$ cat src/rtl/axis_byte_serializer_pkg.sv
// Shared types and helpers for the AXI-stream byte serializer and related framers.
// Holds the FSM state encoding and 4-lane mask helpers.
package axis_byte_serializer_pkg;

  typedef enum logic [1:0] {
    ST_IDLE = 2'd0,
    ST_SEND = 2'd1,
    ST_GAP  = 2'd2
  } state_e;

  // Index of the lowest set bit; returns 0 for an empty mask.
  function automatic logic [1:0] lowest_lane(input logic [3:0] mask);
    logic [1:0] idx;
    idx = 2'd0;
    for (int k = 3; k >= 0; k--) begin
      if (mask[k]) idx = 2'(k);
    end
    return idx;
  endfunction

  function automatic logic single_bit(input logic [3:0] mask);
    return (mask != 4'd0) && ((mask & (mask - 4'd1)) == 4'd0);
  endfunction

endpackage

$ cat src/rtl/axis_gap_timer.sv
// Loadable down-counter: start loads GAP_CYCLES-1, done is high while the count is zero.
// Holding the owner in its gap state until done yields exactly GAP_CYCLES cycles.
module axis_gap_timer #(
  parameter int unsigned GAP_CYCLES = 1000
) (
  input  logic clk,
  input  logic rst,
  input  logic start,
  output logic done
);

  localparam int unsigned W = (GAP_CYCLES == 0) ? 1 : $clog2(GAP_CYCLES + 1);
  localparam logic [W-1:0] LOAD = (GAP_CYCLES == 0) ? '0 : W'(GAP_CYCLES - 1);

  logic [W-1:0] cnt_q, cnt_d;

  always_comb begin
    cnt_d = cnt_q;
    if (start) begin
      cnt_d = LOAD;
    end else if (cnt_q != '0) begin
      cnt_d = cnt_q - W'(1);
    end
  end

  always_ff @(posedge clk) begin
    if (rst) begin
      cnt_q <= '0;
    end else begin
      cnt_q <= cnt_d;
    end
  end

  assign done = (cnt_q == '0);

endmodule

$ cat src/rtl/axis_byte_serializer.sv
// Serializes 32-bit AXI-stream beats into an 8-bit byte stream, lane 0 first,
// and forces an idle gap after each packet so a timeout-based parser can delimit it.
module axis_byte_serializer
  import axis_byte_serializer_pkg::*;
#(
  parameter int unsigned GAP_CYCLES = 1000,
  parameter int unsigned CNT_WIDTH  = 16
) (
  input  logic                 clk,
  input  logic                 rst,
  output logic                 i_tready,
  input  logic                 i_tvalid,
  input  logic [31:0]          i_tdata,
  input  logic [3:0]           i_tkeep,
  input  logic                 i_tlast,
  input  logic                 o_tready,
  output logic                 o_tvalid,
  output logic [7:0]           o_tdata,
  output logic                 o_tlast,
  output logic                 o_busy,
  output logic [CNT_WIDTH-1:0] o_pkt_count,
  output logic                 o_err_nolast
);

  localparam state_e AFTER_PKT = (GAP_CYCLES == 0) ? ST_IDLE : ST_GAP;

  state_e               state_q, state_d;
  logic [31:0]          data_q, data_d;
  logic [3:0]           mask_q, mask_d;
  logic                 last_q, last_d;
  logic                 rdy_q, rdy_d;
  logic [CNT_WIDTH-1:0] pkt_count_q, pkt_count_d;
  logic                 err_q, err_d;
  logic                 gap_start, gap_done;
  logic [1:0]           lane;
  logic [3:0]           mask_left;

  assign lane      = lowest_lane(mask_q);
  assign mask_left = mask_q & ~(4'b0001 << lane);

  axis_gap_timer #(.GAP_CYCLES(GAP_CYCLES)) u_gap_timer (
    .clk   (clk),
    .rst   (rst),
    .start (gap_start),
    .done  (gap_done)
  );

  always_comb begin
    state_d     = state_q;
    data_d      = data_q;
    mask_d      = mask_q;
    last_d      = last_q;
    pkt_count_d = pkt_count_q;
    err_d       = 1'b0;
    unique case (state_q)
      ST_IDLE: begin
        if (i_tvalid && rdy_q) begin
          data_d = i_tdata;
          mask_d = i_tkeep;
          last_d = i_tlast;
          if (i_tkeep != 4'd0) begin
            state_d = ST_SEND;
          end else if (i_tlast) begin
            // Packet closed by an empty beat: still counted, flagged as an error.
            err_d       = 1'b1;
            pkt_count_d = pkt_count_q + CNT_WIDTH'(1);
            state_d     = AFTER_PKT;
          end
        end
      end
      ST_SEND: begin
        if (o_tready) begin
          mask_d = mask_left;
          if (mask_left == 4'd0) begin
            if (last_q) begin
              pkt_count_d = pkt_count_q + CNT_WIDTH'(1);
              state_d     = AFTER_PKT;
            end else begin
              state_d = ST_IDLE;
            end
          end
        end
      end
      ST_GAP: begin
        if (gap_done) state_d = ST_IDLE;
      end
      default: state_d = ST_IDLE;
    endcase
  end

  assign gap_start = (state_d == ST_GAP) && (state_q != ST_GAP);
  assign rdy_d     = (state_d == ST_IDLE);

  always_ff @(posedge clk) begin
    if (rst) begin
      state_q     <= ST_IDLE;
      data_q      <= '0;
      mask_q      <= '0;
      last_q      <= 1'b0;
      rdy_q       <= 1'b0;
      pkt_count_q <= '0;
      err_q       <= 1'b0;
    end else begin
      state_q     <= state_d;
      data_q      <= data_d;
      mask_q      <= mask_d;
      last_q      <= last_d;
      rdy_q       <= rdy_d;
      pkt_count_q <= pkt_count_d;
      err_q       <= err_d;
    end
  end

  // Handshake: a transfer occurs on any rising edge where valid and ready are both high;
  // o_tvalid, once high, stays high with stable data until that edge.
  assign i_tready     = rdy_q;
  assign o_tvalid     = (state_q == ST_SEND);
  assign o_tdata      = (state_q == ST_SEND) ? data_q[{lane, 3'b000} +: 8] : 8'd0;
  assign o_tlast      = (state_q == ST_SEND) && last_q && single_bit(mask_q);
  assign o_busy       = (state_q == ST_SEND) || (state_q == ST_GAP);
  assign o_pkt_count  = pkt_count_q;
  assign o_err_nolast = err_q;

endmodule

$ cat config.mk
export PLATFORM = sky130hd
export DESIGN_NAME = axis_byte_serializer
export DESIGN_NICKNAME = d
export VERILOG_FILES = /design/src/rtl/axis_byte_serializer_pkg.sv /design/src/rtl/axis_gap_timer.sv /design/src/rtl/axis_byte_serializer.sv
export SDC_FILE = /design/constraint.sdc
export NUM_CORES = 1
export LEC_CHECK = 0
export CAP_MARGIN = 10
export CORE_AREA = 2 2 99 72
export DETAILED_ROUTE_END_ITERATION = 16
export DIE_AREA = 0 0 101 74
export PLACE_DENSITY = 0.8
export SLEW_MARGIN = 15
export SYNTH_ARGS = -nofsm -noshare
export SYNTH_HDL_FRONTEND = slang
export SYNTH_SLANG_ARGS = --single-unit
$ cat constraint.sdc
create_clock -name clk -period 2.51 [get_ports clk]
set_input_delay 0.251 -clock clk [delete_from_list [all_inputs] [get_ports clk]]
set_output_delay 0.251 -clock clk [all_outputs]
set_load 0.005 [all_outputs]
==> results_dict.tcl, run 1 <==
set metrics [dict create \
    status "completed" \
    fin_worst_hold_slack_ps 439 \
    synth_area_leaders "dfxtp_1 (41%), nand2_1 (9.5%), a21oi_1 (8.3%)" \
    grt_util_all_layers_pct 22.6 \
    vias 3086 \
    pwr-share-clk_pct 29.9 \
    r2r-start "state_q[1]" \
    rows 25 \
    intPower_w 0.00221 \
    r2r-end "o_pkt_count[15]" \
    tightest_slew_ps 712 \
    path_max_fanout 10 \
    start_kind "flip-flop" \
    die_h_um 74 \
    syn_nets 445 \
    hp-class "input pin to flip-flop" \
    area_growth_pct 32.0 \
    synthCells 398 \
    antenna_found_initial 0 \
    p_leak_nw 1.54 \
    cts.htree.levels 3 \
    hold_viol 0 \
    drv_slew 0 \
    drt-wirelength-per-cell_um 14.7 \
    synth_edf_count 0 \
    synth_seq_cells 67 \
    ys_async_sr_fraction_pct 0 \
    r2r_cells 8 \
    portBuffers 69 \
    cts_tree "built" \
    finalNetCount 516 \
    crit_path_end_kind "output pin" \
    fmax_ghz 0.410 \
    core-area_um2 6570 \
    detail_route.vias_per_cell 5.56 \
    synth-seq-area-share_pct 41.0 \
    fin_skew_ps 6.39 \
    cap_violations 0 \
    grt_max_degree 37 \
    overflow 0 \
    critPathRequiredTime_ps 2260 \
    wirelength_mm 8.17 \
    r2r_slack_ps 220 \
    design_area_um2 4320 \
    cts_buffer_depth 2 \
    clock_latency_ps 350 \
    powerDensity_nw_per_um2 762 \
    die_w_um 101 \
    clk_pin_slew_ps 70 \
    dp_hpwl_mm 5.59 \
    drc 0 \
    holdPathStages 2 \
    clock-sinks 67 \
    drtPass1Iterations 4 \
    setup_viol 0 \
    setup.worst_path.class "flip-flop to output pin" \
    synthFlopType "dfxtp_1" \
    syn_avg_cell_area_um2 8.21 \
    pre_cts_slack_ps -30.7 \
    grt_pass1_vias 2845 \
    dpl.cell_count 537 \
    final_layout_size_suffix_gt1_share_pct 11.6 \
    hold_start "rst" \
    cts_root_buf "clkbuf_8" \
    comb_power_share_pct 30.0 \
    period_minus_slack_ps 2440 \
    num_antenna_cells 0 \
    yosysTopAreaCell "dfxtp_1" \
    yosys-top-cells-count "nand2_1 (83), dfxtp_1 (67), a21oi_1 (54)" \
    cts_made_buffers 9 \
    p_sw_share_pct 32.7 \
    peakVddDrop_mv 0.388 \
    arrival_ps 2190 \
    dpl_cell_area_um2 4060 \
    io-pin-count 70 \
    grt_pass1_wl_mm 13.3 \
    drt_iter0_drc 172 \
    dieArea_um2 7470 \
    p_switching_w 0.00108 \
    ys_types 58 \
    antenna_left 0 \
    timing.final.crit_share_pct 97.2 \
    seqPwrFrac_pct 40.1 \
    syn-cell-area_um2 3270 \
    fin_cells 555 \
    worst_slack_ps 69.7 \
    ys_warn_count 0 \
    place_congestion 0.866 \
    synth_top_area_share_pct 41.0 \
    hold_end "o_pkt_count[0]" \
    start_util_pct 49.8 \
    slew_headroom_pct 52.6 \
    synth.most_common_cell "nand2_1" \
]
timing repair:
action | 4_1_cts | 5_1_grt
endpoints found under the setup margin | 4 | 8
resized for setup | 2 | 7
cloned | 0 | 1
hold buffers | 0 | 0
setup buffers | 0 | 1
cells in the final DEF (no fill, tap or decap), types with 9 or more instances in the layout:
master / netlist / final
nor2_1: 26 / 26
a21oi_1: 54 / 54
clkbuf_8: 0 / 9
a22o_1: 9 / 9
clkdlybuf4s50_1: 0 / 68
or4_1: 9 / 9
nand2_1: 83 / 83
dfxtp_1: 67 / 63
inv_1: 13 / 12
o31ai_1: 9 / 9
buf_4: 0 / 15
kinds of logic after synthesis:
family          count (synthesis)  synth area share [%]
mux                             6                  1.88
fa+ha+maj                       7                  2.64
compound gates                109                  22.4
simple gates                  161                  24.4
xor+xnor                        9                  2.41
buf+inv                        39                  5.28
flops                          67                  41.0
per-layer routing:
metal	vias to the layer above	share of wire (%)	GRT usage, %
met5	-	0	0
li1	1556	-	-
met4	0	1.3	8.11
met2	80	44	34.5
met3	8	4.9	4.89
met1	1442	50	31.8
worst max-delay path, stage by stage (launching register included):
cell and delay, ps:
dfxtp_1 380, inv_1 100, ha_1 180, buf_4 210, clkinvlp_2 280, nor2_1 170
clkdlybuf4s50_1 510
area by class of cell:
| class | instances | area [µm²] |
|---|---|---|
| Fill cell | 561 | 2250 |
| Multi-Input combinational cell | 292 | 1780 |
| Sequential cell | 67 | 1350 |
| Timing Repair Buffer | 85 | 818 |
| Clock buffer | 9 | 124 |
| Tap cell | 81 | 101 |
| Clock inverter | 7 | 91.3 |
| Inverter | 13 | 52.6 |
| Timing Repair inverter | 1 | 5.00 |
state kept, by name (all words and copies together) (netlist names):
signal and flops:
o_err_nolast 1, state_q 2, mask_q 4, o_pkt_count 16, last_q 1, data_q 32, u_gap_timer.cnt_q 10, i_tready 1
through the flow:
stage                     power (W)  setup TNS (ps)  utilization (%)
after floorplan             0.00198               0                -
after global placement      0.00226               0             61.8
after detailed placement    0.00229           -30.7             61.8
after CTS                   0.00327               0             65.1
after global routing        0.00348           -37.8             65.7
final                       0.00329               0             65.7
worst max path at each step:
stage	from	endpoint	depth (start not counted)
3_5_place_dp	i_tkeep[0]	o_pkt_count[15]	6
3_3_place_gp	i_tkeep[0]	o_pkt_count[15]	6
2_1_floorplan	state_q[1]	o_pkt_count[12]	9
5_1_grt	state_q[1]	o_tdata[0]	6
6_report	state_q[1]	o_tdata[2]	6
4_1_cts	mask_q[2]	o_tdata[7]	6
power groups by stage:
stage / Combinational (W) / Clock (W) / Sequential (W)
after global placement: 0.000931 / 0 / 0.00133
after global routing: 0.00111 / 0.00103 / 0.00134
after CTS: 0.000965 / 0.000993 / 0.00131
final: 0.000986 / 0.000982 / 0.00132
after floorplan: 0.000686 / 0 / 0.00130
after detailed placement: 0.000956 / 0 / 0.00133
(Power assumes the default switching activity.)
==> inputs of run 2 (changes only) <==
--- a/config.mk
+++ b/config.mk
@@ -5,8 +5,8 @@
 export SDC_FILE = /design/constraint.sdc
 export NUM_CORES = 1
 export LEC_CHECK = 0
-export CAP_MARGIN = 10
 export CORE_AREA = 2 2 99 72
+export CTS_CLUSTER_DIAMETER = 100
 export DETAILED_ROUTE_END_ITERATION = 16
 export DIE_AREA = 0 0 101 74
 export PLACE_DENSITY = 0.8
==> constraint.sdc (replaced) <==
create_clock -name clk -period 2.25 [get_ports clk]
set_input_delay 0.225 -clock clk [delete_from_list [all_inputs] [get_ports clk]]
set_output_delay 0.225 -clock clk [all_outputs]
set_load 0.005 [all_outputs]
==> run 2 against run 1 <==
Net effect: final cell count is 2.5% higher; global-route usage is 0.97 points higher; cell area is 3.2% higher; clock skew is 2.0 ps higher; via count is 4.0% higher; register-to-register slack worse by 180 ps; combinational power is 21% higher; total power is 11% higher; wire length is 6.6% higher; clock power is 1% higher; setup slack worse by 29 ps; critical endpoint is now o_pkt_count[3]; largest cell class unchanged.
==> results_dict.tcl, run 2 (same netlist as run 1, synthesis figures left out) <==
set metrics [dict create \
    drt-wirelength-per-cell_um 15.3 \
    layout_commonest_cell "nand2_1" \
    cts.htree.levels 3 \
    dpl_cell_area_um2 4120 \
    drtPass1Iterations 4 \
    fmax_ghz 0.453 \
    die_h_um 74 \
    fin_skew_ps 8.43 \
    fin_worst_hold_slack_ps 299 \
    grt_max_degree 36 \
    seqPwrFrac_pct 40.3 \
    grt_pass1_wl_mm 13.8 \
    cts_tree "built" \
    drv_slew 0 \
    critPathRequiredTime_ps 2500 \
    dp_hpwl_mm 5.82 \
    timing.final.crit_share_pct 98.2 \
    start_kind "flip-flop" \
    period_minus_slack_ps 2210 \
    cts_made_buffers 9 \
    powerDensity_nw_per_um2 822 \
    design_area_um2 4450 \
    peakVddDrop_mv 0.505 \
    intPower_w 0.00240 \
    r2r_cells 7 \
    r2r-start "mask_q[1]" \
    rsz0062_at_grt "yes" \
    p_switching_w 0.00126 \
    final_layout_size_suffix_gt1_share_pct 15.2 \
    power_w 0.00366 \
    clock_latency_ps 350 \
    clk_pin_slew_ps 80 \
    r2r-end "o_pkt_count[3]" \
    area_growth_pct 36.2 \
    wirelength_mm 8.72 \
    detail_route.vias_per_cell 5.64 \
    die_w_um 101 \
    final_core_util_pct 67.8 \
    slew_headroom_pct 63.9 \
    crit_path_end_kind "flip-flop" \
    hp-class "input pin to flip-flop" \
    drt_iter0_drc 174 \
    p_sw_share_pct 34.4 \
    nFillCells 563 \
    core-area_um2 6570 \
    antenna_left 0 \
    vias 3209 \
    layout.area.seq_um2 1360 \
    overflow 0 \
    hold_viol 0 \
    comb_power_share_pct 32.6 \
    start_util_pct 49.8 \
    num_antenna_cells 0 \
    setup.worst_path.class "flip-flop to flip-flop" \
    cts_buffer_depth 2 \
    hold_end "mask_q[3]" \
    clock-sinks 67 \
    setup_viol 0 \
    io-pin-count 70 \
    grt_pass1_vias 2986 \
    finalNetCount 531 \
    dieArea_um2 7470 \
    pre_cts_slack_ps -219 \
    hold_start "rst" \
    largest_reg_flops 32 \
    rows 25 \
    path_max_fanout 6 \
    portBuffers 69 \
    antenna_found_initial 0 \
    r2r_slack_ps 40 \
    place_congestion 0.841 \
    multi_input_area_um2 1820 \
    p_leak_nw 1.67 \
    grt_util_all_layers_pct 23.5 \
    drc 0 \
    worst_slack_ps 40.6 \
    arrival_ps 2450 \
    pwr-share-clk_pct 27.1 \
    status "completed" \
    holdPathStages 2 \
    regMostFlops "data_q" \
    layout_common_cells "nand2_1 (83), dfxtp_1 (62), clkdlybuf4s50_1 (60), a21oi_1 (52), buf_4 (28)" \
    cap_violations 0 \
    tightest_slew_ps 538 \
    cts_root_buf "clkbuf_8" \
]
[run 2: critical path, cell delays in order, from the launching register on]
cell and delay (ps):
dfxtp_4 370, buf_6 130, maj3_2 330, o311ai_4 370, buf_4 210, nand3_4 60
or3_1 370, mux2_2 270
[run 2: cell type report]
cell class	instances	share of cell area (%)
Multi-Input combinational cell	293	40.9
Sequential cell	67	30.6
Timing Repair Buffer	100	20.9
Clock buffer	9	2.78
Tap cell	81	2.28
Clock inverter	6	1.49
Inverter	13	1.10
[run 2: worst max-delay path by stage]
stage	slack (ps)	to	depth (start not counted)	from
after global routing	-40	o_pkt_count[5]	8	state_q[0]
after global placement	-200	o_pkt_count[15]	6	i_tkeep[0]
final	40	o_pkt_count[3]	7	mask_q[1]
after CTS	40	o_pkt_count[15]	6	mask_q[1]
after floorplan	40	o_pkt_count[12]	9	state_q[1]
after detailed placement	-220	o_pkt_count[15]	6	i_tkeep[0]
[run 2: what timing repair did]
item	in CTS	in global routing
gates cloned	0	1
gates resized for setup	23	8
setup buffers	6	1
endpoints found under the setup margin	9	8
pin swaps	3	2
hold buffers	0	0
[run 2: stage by stage]
step / TNS, ps / cells
3_3_place_gp: -1090 / 546
5_1_grt: -110 / 569
2_1_floorplan: 0 / 398
4_1_cts: 0 / 567
6_report: 0 / 569
3_5_place_dp: -1670 / 546
[run 2: metal layers]
layer | up-vias | track usage [%] | wire [µm]
met1 | 1521 | 30.2 | 3950
met3 | 7 | 7.52 | 515
met5 | - | 0 | 0
met2 | 92 | 39.3 | 4180
met4 | 0 | 5.56 | 76
li1 | 1589 | - | -
[run 2: power by group through the flow]
stage	logic [W]	registers, W	clock network [W]
3_3_place_gp	0.00108	0.00148	0
5_1_grt	0.00131	0.00149	0.00105
3_5_place_dp	0.00111	0.00149	0
2_1_floorplan	0.000766	0.00145	0
6_report	0.00119	0.00148	0.000993
4_1_cts	0.00116	0.00147	0.00101
